<file path="config.mk">
export PLATFORM = sky130hd
export DESIGN_NAME = button_conditioner
export DESIGN_NICKNAME = d
export VERILOG_FILES = /design/src/rtl/button_pkg.sv /design/src/rtl/debounce_sync.sv /design/src/rtl/button_conditioner.sv
export SDC_FILE = /design/constraint.sdc
export NUM_CORES = 1
export LEC_CHECK = 0
export ABC_AREA = 1
export CORE_ASPECT_RATIO = 1.2
export CORE_MARGIN = 2
export CORE_UTILIZATION = 30
export CTS_BUF_LIST = sky130_fd_sc_hd__clkbuf_2 sky130_fd_sc_hd__clkbuf_4 sky130_fd_sc_hd__clkbuf_8
export DETAILED_ROUTE_END_ITERATION = 12
export HOLD_SLACK_MARGIN = 0.03
export PLACE_DENSITY = 0.46
export SLEW_MARGIN = 20
export SYNTH_ARGS = -nofsm -noshare
export SYNTH_HDL_FRONTEND = slang
export SYNTH_HIERARCHICAL = 1
export SYNTH_SLANG_ARGS = --single-unit
</file>
<file path="constraint.sdc">
create_clock -name clk -period 2.67 [get_ports clk]
set_input_delay 0.801 -clock clk [delete_from_list [all_inputs] [get_ports clk]]
set_output_delay 0.801 -clock clk [all_outputs]
set_load 0.005 [all_outputs]
</file>
<file path="src/rtl/button_pkg.sv">
// button_pkg
//   Shared definitions for the push-button front end: per-channel FSM state
//   encoding and the default count constants used by button_conditioner and
//   debounce_sync.
package button_pkg;

    typedef enum logic [1:0] {
        IDLE   = 2'd0,
        HOLD   = 2'd1,
        REPEAT = 2'd2
    } btn_state_e;

    localparam int NUM_CH = 2;

    localparam int DEF_CNT_W        = 16;
    localparam int DEF_DEBOUNCE_CNT = 8;
    localparam int DEF_HOLD_CNT     = 32;
    localparam int DEF_REPEAT_CNT   = 8;

endpackage

</file>
<file path="src/rtl/debounce_sync.sv">
// debounce_sync
//   One-bit synchroniser plus debouncer. The raw input passes through two
//   flops; only the second is used. The debounced level (stable_o) flips once
//   the synchronised input has disagreed with it for DEBOUNCE_CNT consecutive
//   cycles; any shorter disagreement is forgotten.
// Ports
//   clk       in   system clock
//   rst       in   asynchronous active-high reset
//   raw_i     in   raw, asynchronous, bouncy button level
//   stable_o  out  debounced level
module debounce_sync
    import button_pkg::*;
#(
    parameter int CNT_W        = DEF_CNT_W,
    parameter int DEBOUNCE_CNT = DEF_DEBOUNCE_CNT
) (
    input  logic clk,
    input  logic rst,
    input  logic raw_i,
    output logic stable_o
);

    localparam logic [CNT_W-1:0] DEB_LAST = CNT_W'(DEBOUNCE_CNT - 1);

    logic             sync1_q;
    logic             sync2_q;
    logic             stable_q, stable_d;
    logic [CNT_W-1:0] cnt_q, cnt_d;

    // The counter holds the number of disagreeing cycles already seen; the
    // DEBOUNCE_CNT-th one flips the level.
    always_comb begin
        stable_d = stable_q;
        cnt_d    = '0;
        if (sync2_q != stable_q) begin
            if (cnt_q == DEB_LAST) begin
                stable_d = ~stable_q;
                cnt_d    = '0;
            end else begin
                cnt_d = cnt_q + CNT_W'(1);
            end
        end
    end

    always_ff @(posedge clk or posedge rst) begin
        if (rst) begin
            sync1_q  <= 1'b0;
            sync2_q  <= 1'b0;
            stable_q <= 1'b0;
            cnt_q    <= '0;
        end else begin
            sync1_q  <= raw_i;
            sync2_q  <= sync1_q;
            stable_q <= stable_d;
            cnt_q    <= cnt_d;
        end
    end

    assign stable_o = stable_q;

endmodule

</file>
<file path="src/rtl/button_conditioner.sv">
// button_conditioner
//   Front end of the PWM generator. Conditions the raw increment and decrement
//   buttons into clean one-cycle step pulses (sum / rest, feeding the
//   contadorSelector sum/rest inputs) with hold-to-repeat, plus the debounced
//   button levels.
// Ports
//   clk          in   system clock
//   rst          in   asynchronous active-high reset
//   btn_sum_in   in   raw increment button
//   btn_rest_in  in   raw decrement button
//   sum          out  one-cycle increment pulse
//   rest         out  one-cycle decrement pulse
//   sum_held     out  debounced increment level (registered)
//   rest_held    out  debounced decrement level (registered)
//
// Per-channel FSM
//   state  | meaning
//   IDLE   | button released; waiting for the debounced press
//   HOLD   | first pulse issued; counting HOLD_CNT cycles to auto-repeat
//   REPEAT | auto-repeating, one pulse every REPEAT_CNT cycles
module button_conditioner
    import button_pkg::*;
#(
    parameter int CNT_W        = DEF_CNT_W,
    parameter int DEBOUNCE_CNT = DEF_DEBOUNCE_CNT,
    parameter int HOLD_CNT     = DEF_HOLD_CNT,
    parameter int REPEAT_CNT   = DEF_REPEAT_CNT
) (
    input  logic clk,
    input  logic rst,
    input  logic btn_sum_in,
    input  logic btn_rest_in,
    output logic sum,
    output logic rest,
    output logic sum_held,
    output logic rest_held
);

    if (DEBOUNCE_CNT < 1 || HOLD_CNT < 1 || REPEAT_CNT < 1 ||
        (DEBOUNCE_CNT >> CNT_W) != 0 || (HOLD_CNT >> CNT_W) != 0 ||
        (REPEAT_CNT >> CNT_W) != 0) begin : g_bad_params
        $error("button_conditioner: counts must be >= 1 and < 2**CNT_W");
    end

    localparam logic [CNT_W-1:0] HOLD_LAST   = CNT_W'(HOLD_CNT - 1);
    localparam logic [CNT_W-1:0] REPEAT_LAST = CNT_W'(REPEAT_CNT - 1);

    logic [NUM_CH-1:0] stable;
    logic [NUM_CH-1:0] pulse;

    debounce_sync #(
        .CNT_W        (CNT_W),
        .DEBOUNCE_CNT (DEBOUNCE_CNT)
    ) u_db_sum (
        .clk      (clk),
        .rst      (rst),
        .raw_i    (btn_sum_in),
        .stable_o (stable[0])
    );

    debounce_sync #(
        .CNT_W        (CNT_W),
        .DEBOUNCE_CNT (DEBOUNCE_CNT)
    ) u_db_rest (
        .clk      (clk),
        .rst      (rst),
        .raw_i    (btn_rest_in),
        .stable_o (stable[1])
    );

    for (genvar g = 0; g < NUM_CH; g++) begin : g_ch
        btn_state_e       state_q, state_d;
        logic [CNT_W-1:0] timer_q, timer_d;
        logic             pulse_q, pulse_d;

        // Leaving HOLD/REPEAT always requires stable==0, so a 1 seen in IDLE
        // is necessarily a fresh press. Release wins over a coincident
        // terminal count, so no pulse is issued on the way out.
        always_comb begin
            state_d = state_q;
            timer_d = timer_q;
            pulse_d = 1'b0;
            case (state_q)
                IDLE: begin
                    timer_d = '0;
                    if (stable[g]) begin
                        state_d = HOLD;
                        pulse_d = 1'b1;
                    end
                end
                HOLD: begin
                    if (!stable[g]) begin
                        state_d = IDLE;
                        timer_d = '0;
                    end else if (timer_q == HOLD_LAST) begin
                        state_d = REPEAT;
                        timer_d = '0;
                        pulse_d = 1'b1;
                    end else begin
                        timer_d = timer_q + CNT_W'(1);
                    end
                end
                REPEAT: begin
                    if (!stable[g]) begin
                        state_d = IDLE;
                        timer_d = '0;
                    end else if (timer_q == REPEAT_LAST) begin
                        timer_d = '0;
                        pulse_d = 1'b1;
                    end else begin
                        timer_d = timer_q + CNT_W'(1);
                    end
                end
                default: begin
                    state_d = IDLE;
                    timer_d = '0;
                end
            endcase
        end

        always_ff @(posedge clk or posedge rst) begin
            if (rst) begin
                state_q <= IDLE;
                timer_q <= '0;
                pulse_q <= 1'b0;
            end else begin
                state_q <= state_d;
                timer_q <= timer_d;
                pulse_q <= pulse_d;
            end
        end

        assign pulse[g] = pulse_q;
    end

    // Both FSMs keep their schedules while both buttons are down; only the
    // outputs are suppressed, so a surviving button carries on its own grid.
    logic both_down;
    logic sum_q, sum_d;
    logic rest_q, rest_d;
    logic sum_held_q, rest_held_q;

    assign both_down = stable[0] & stable[1];
    assign sum_d     = pulse[0] & ~both_down;
    assign rest_d    = pulse[1] & ~both_down;

    always_ff @(posedge clk or posedge rst) begin
        if (rst) begin
            sum_q       <= 1'b0;
            rest_q      <= 1'b0;
            sum_held_q  <= 1'b0;
            rest_held_q <= 1'b0;
        end else begin
            sum_q       <= sum_d;
            rest_q      <= rest_d;
            sum_held_q  <= stable[0];
            rest_held_q <= stable[1];
        end
    end

    assign sum       = sum_q;
    assign rest      = rest_q;
    assign sum_held  = sum_held_q;
    assign rest_held = rest_held_q;

endmodule

</file>
-- After elaboration in Yosys (flattened, before gate mapping)
Cells that the tools add are included.
Widths: inputs -> output; s select.
- register bits after elaboration: 80
- input port bits: 4
- word-level logic and storage cells: 88
- add/sub/neg operators: 4
- equal/unequal tests: 18
- multiplexer cells: 36
- bitwise gates (word level): 6
- reductions and logical operators: 6
- operators with widths (kind ; number):
    $mux 16 ; 12
    $add 16x1->16 const B ; 4
    $eq 16x3->1 const B ; 4
    $pmux 16 s2 ; 2
    $eq 16x5->1 const B ; 2
    $mux 2 ; 8
    $pmux 2 s3 ; 2
    $mux 1 ; 10
    $ne 3x3->1 const B ; 2
    $pmux 1 s3 ; 2
    $reduce_and 3->1 ; 2
    $eq 2x1->1 const B ; 2
    $eq 2x2->1 const B ; 2
    $logic_not 2->1 ; 2
    $ne 2x1->1 const B ; 2
    $ne 2x2->1 const B ; 2
    $reduce_and 2->1 ; 2
    $and 1x1->1 ; 3
    $not 1->1 ; 3
    $ne 1x1->1 ; 2

-- Longest topological paths before layout
- depth after elaboration: 4
- gate-level depth with buffers: 10
- depth with buffers taken out: 8

-- By module
Netlist, hierarchy kept.
- modules (own cells, without submodules) (module ; times used ; cells each ; area an instance (um2) ; sequential area each (um2)):
    button_conditioner ; 1 ; 283 ; 2464.9 ; 1051.0
    debounce_sync ; 2 ; 132 ; 989.7 ; 475.5

-- Worst setup path after synthesis
No wires, ideal clock.
- kind: reg-to-reg
- start: reg g_ch[1].timer_q[0]
- end: reg g_ch[1].timer_q[7]
- library setup time: 0.128 ns
- arrival time: 1.300 ns
- path slack: 1.242 ns
- cell stages (with the launch flop): 10
- buffers on the path: 1
- clock period less this slack: 1.428 ns
- path through: dfrtp_1 > ha_1 > nand2_2 > nor2_4 > nand3_2 > nand2_4 > nand2_2 > nand2_4 > buf_12 > nor2_4
- cells in the longest elaborated chain, start to end: 4
- RTL lines (item ; RTL line ; text):
    from (decl) ; button_conditioner.sv:73 ; logic [CNT_W-1:0] timer_q, timer_d;
    from (signal assigned) ; button_conditioner.sv:128 ; timer_q <= timer_d;
    $add 16x1->16 (tied with other cells) ; button_conditioner.sv:100, button_conditioner.sv:111 ;
    $mux 16, on equally long branches ; button_conditioner.sv:107, button_conditioner.sv:95 ;
    $mux 16, on equally long branches ; button_conditioner.sv:104, button_conditioner.sv:92 ;
    $pmux 16 s2 (*) ; button_conditioner.sv:83 ; case (state_q)
    net g_ch[1].timer_d[7] ; button_conditioner.sv:73 ;
Mark *: on every way through the listed nets, which the timed path passes. The rest lies on a longest branch.
A chain may end at the register's enable or synchronous reset.

-- Worst setup path after layout
- start: reg sum_q (netlist: sum)
- end: out sum
- RTL lines (item ; RTL line ; text):
    from (decl) ; button_conditioner.sv:139 ; logic sum_q, sum_d;
    from (signal assigned) ; button_conditioner.sv:154 ; sum_q <= sum_d;
    to (decl) ; button_conditioner.sv:33 ; output logic sum,
No word-level cell between the ends.

==> out/summary.txt <==
status - finished, final reports clean
DRC viols - 0
die height - 137 um
Hold Crit Class - reg -> reg
antenna viol nets, final - 0
Tcrit/Tclk final - 74.5%
Critical Path Max Stage Delay - 0.50 ns
hold path cells - 0
Setup WS post-layout - 0.681 ns
crit path DAT - 1.19 ns
H-tree depth - 3
TritonCTS Sinks - 80
antenna cells - 0
CTS tree - done
vias in the first global route - 3386
Lkg Pwr - 2.08 nW
post-synth design cell area - 4440 sq um
FP Rows - 48
Global Route Usage Sum - 12.2%
hpwl dp - 6.53 mm
fill cell count - 1531
most frequent cells in the layout - 121 x nand2_1, 101 x nor2_1, 80 x dfrtp_1, 61 x inv_1, 32 x nand3_1
gpl congestion - 0.809
wire per inst - 11.7 um
min Tclk post-route - 1.99 ns
Hold Startpoint - u_db_rest/sync1_q$_DFF_PP0_
setup_tns - 0 ns
Routed WL - 8.72 mm
top post-synthesis cells by area - dfrtp_1 45%, nand2_1 10%, nor2_1 8.5%
crit path launch - sum$_DFF_PP0_
Seq cells post-synth - 80
post-synth top area cell - dfrtp_1
Initial Utilization - 30.8%
critical path buffer and inverter count - 1
Worst Skew - 0.00840 ns
Hold EP - u_db_rest/sync2_q$_DFF_PP0_
Synthesis Warnings - 6
vias - 3342
CTS clk-pin slew, worst paths - 0.09 ns
pwr/cell area - 567 nW/um^2
first-iteration detailed-routing DRC count - 102
Peak Freq - 503 MHz
layout cells sized above 1 - 12.7%
Max Fanout on Critical Path - 1
post-synth top area share - 45.0%
Worst Setup Path Type - reg -> out
Final Slew Violations - 0
largest net degree at the start of global routing - 28
syn_nets - 563
initial antenna violation count - 0
Mean Syn Cell Area - 8.12 sq um
area grow syn2layout - 9.91%
Slew HR - 71.9%
1st-pass router iterations - 6
worst flop-to-flop path endpoint - g_ch[1].timer_q[15]$_DFF_PP0_
startpoint types - flip-flop
Chip Width - 115 um
Clk Latency, worst-skew pair - 0.36 ns
cells resized by post-CTS repair - 0
final core utilization - 33.9%
clock buffer depth - 2
setup bufs post-CTS - 0
Crit path max-delay family - buffers and inverters
IO buf count - 7
Worst Path Required - 1.87 ns
commonest non-fill, non-tap cell in the layout - nand2_1
# hold bufs at CTS - 0
first-pass GRT wire length - 15.3 mm
max-cap violations - 0
crit-path cells - clkdlybuf4s50_1
pre-CTS setup slack - 0.972 ns
# setup viols final - 0
final hold violations - 0
Power, Total - 0.00277 W
Die Footprint - 15800 sq um
reg-to-reg slack, setup - 1.05 ns
CP max-delay cell - clkdlybuf4s50_1
I/O Pins - 8
Post-Syn Instances - 547
RSZ-0062 raised after global routing - false
Distinct cells, synth - 31
post-synthesis sequential area ratio - 45.0%
Final #Nets - 579
Peak supply drop - 264 uV
grt ovf - 0
Worst Max-Slew Pin Slew - 0.421 ns
number of vias per cell - 4.50
Core Footprint - 14400 sq um
TritonCTS buffer count - 9
FF-to-FF path depth - 8
CP endpoint kind - output pin
Reg-to-Reg Start - g_ch[1].timer_q[0]$_DFF_PP0_
Root Driver - clkbuf_8
how the worst max path moves through the flow:
stage               depth (start not counted)  slack [ns]                        endpoint
floorplan                                   1        0.89       g_ch[0].pulse_q$_DFF_PP0_
global placement                            3         1.0  g_ch[1].state_q[1]$_DFFE_PP0P_
detailed placement                          3        0.97    u_db_sum/cnt_q[15]$_DFF_PP0_
CTS                                         1        0.64                             sum
global route                                1        0.62                             sum
finish                                      1        0.68                             sum
cells by family (layout without fill, tap and decap cells):
group           Yosys count  after routing  share of synthesized area (%)
compound gates           27             27                           3.69
flops                    80             80                           45.0
simple gates            327            327                           35.0
xor+xnor                 31             31                           6.11
fa+ha+maj                12             12                           3.38
buf+inv                  70             91                           6.76
per-stage QoR:
| step | cell area, sq um | hold slack [ns] | cells |
|---|---|---|---|
| floorplan | 4440 | 0.331 | 547 |
| global placement | 4710 | 0.336 | 727 |
| global route | 4880 | 0.383 | 743 |
| finish | 4880 | 0.358 | 743 |
| detailed placement | 4710 | 0.343 | 727 |
| CTS | 4880 | 0.361 | 743 |
synth_stat cells (all sizes together):
master,number
dfrtp,80
nand3b,1
a21boi,2
buf,5
a21oi,9
nand3,34
nor3,10
nand4,19
inv,65
o31ai,1
nand2,130
xor2,26
or2,2
ha,12
o21bai,5
o22ai,1
nor2,131
o21ai,9
xnor2,5
routing by layer:
metal,part of all wire [%],GRT usage [%]
met4,2.0,5.69
met5,0,0
met1,46,14.8
met3,2.0,2.02
met2,50,21.0
final cells by class:
class	instances	area (sq um)	share of cell area (%)
clock buffer	9	124	2.54
tap	175	219	4.48
clock inverter	7	48.8	0.999
sequential	80	2000	41.0
multi-input combinational	397	2140	43.9
timing repair buffer	10	105	2.15
inverter	65	244	4.99
state kept, by name, summed over array words and instances (netlist names), 2 cells and up:
name,cells
g_ch.state_q,4
g_ch.pulse_q,2
g_ch.timer_q,32
u_db_rest/cnt_q,16
u_db_sum/cnt_q,16
report_power, final:
group	total (W)	internal, W	switching, W
logic	0.000536	0.000206	0.000330
registers	0.00143	0.00132	0.000114
clock network	0.000800	0.000335	0.000465
total	0.00277	0.00186	0.000909
(Power assumes the default switching activity.)
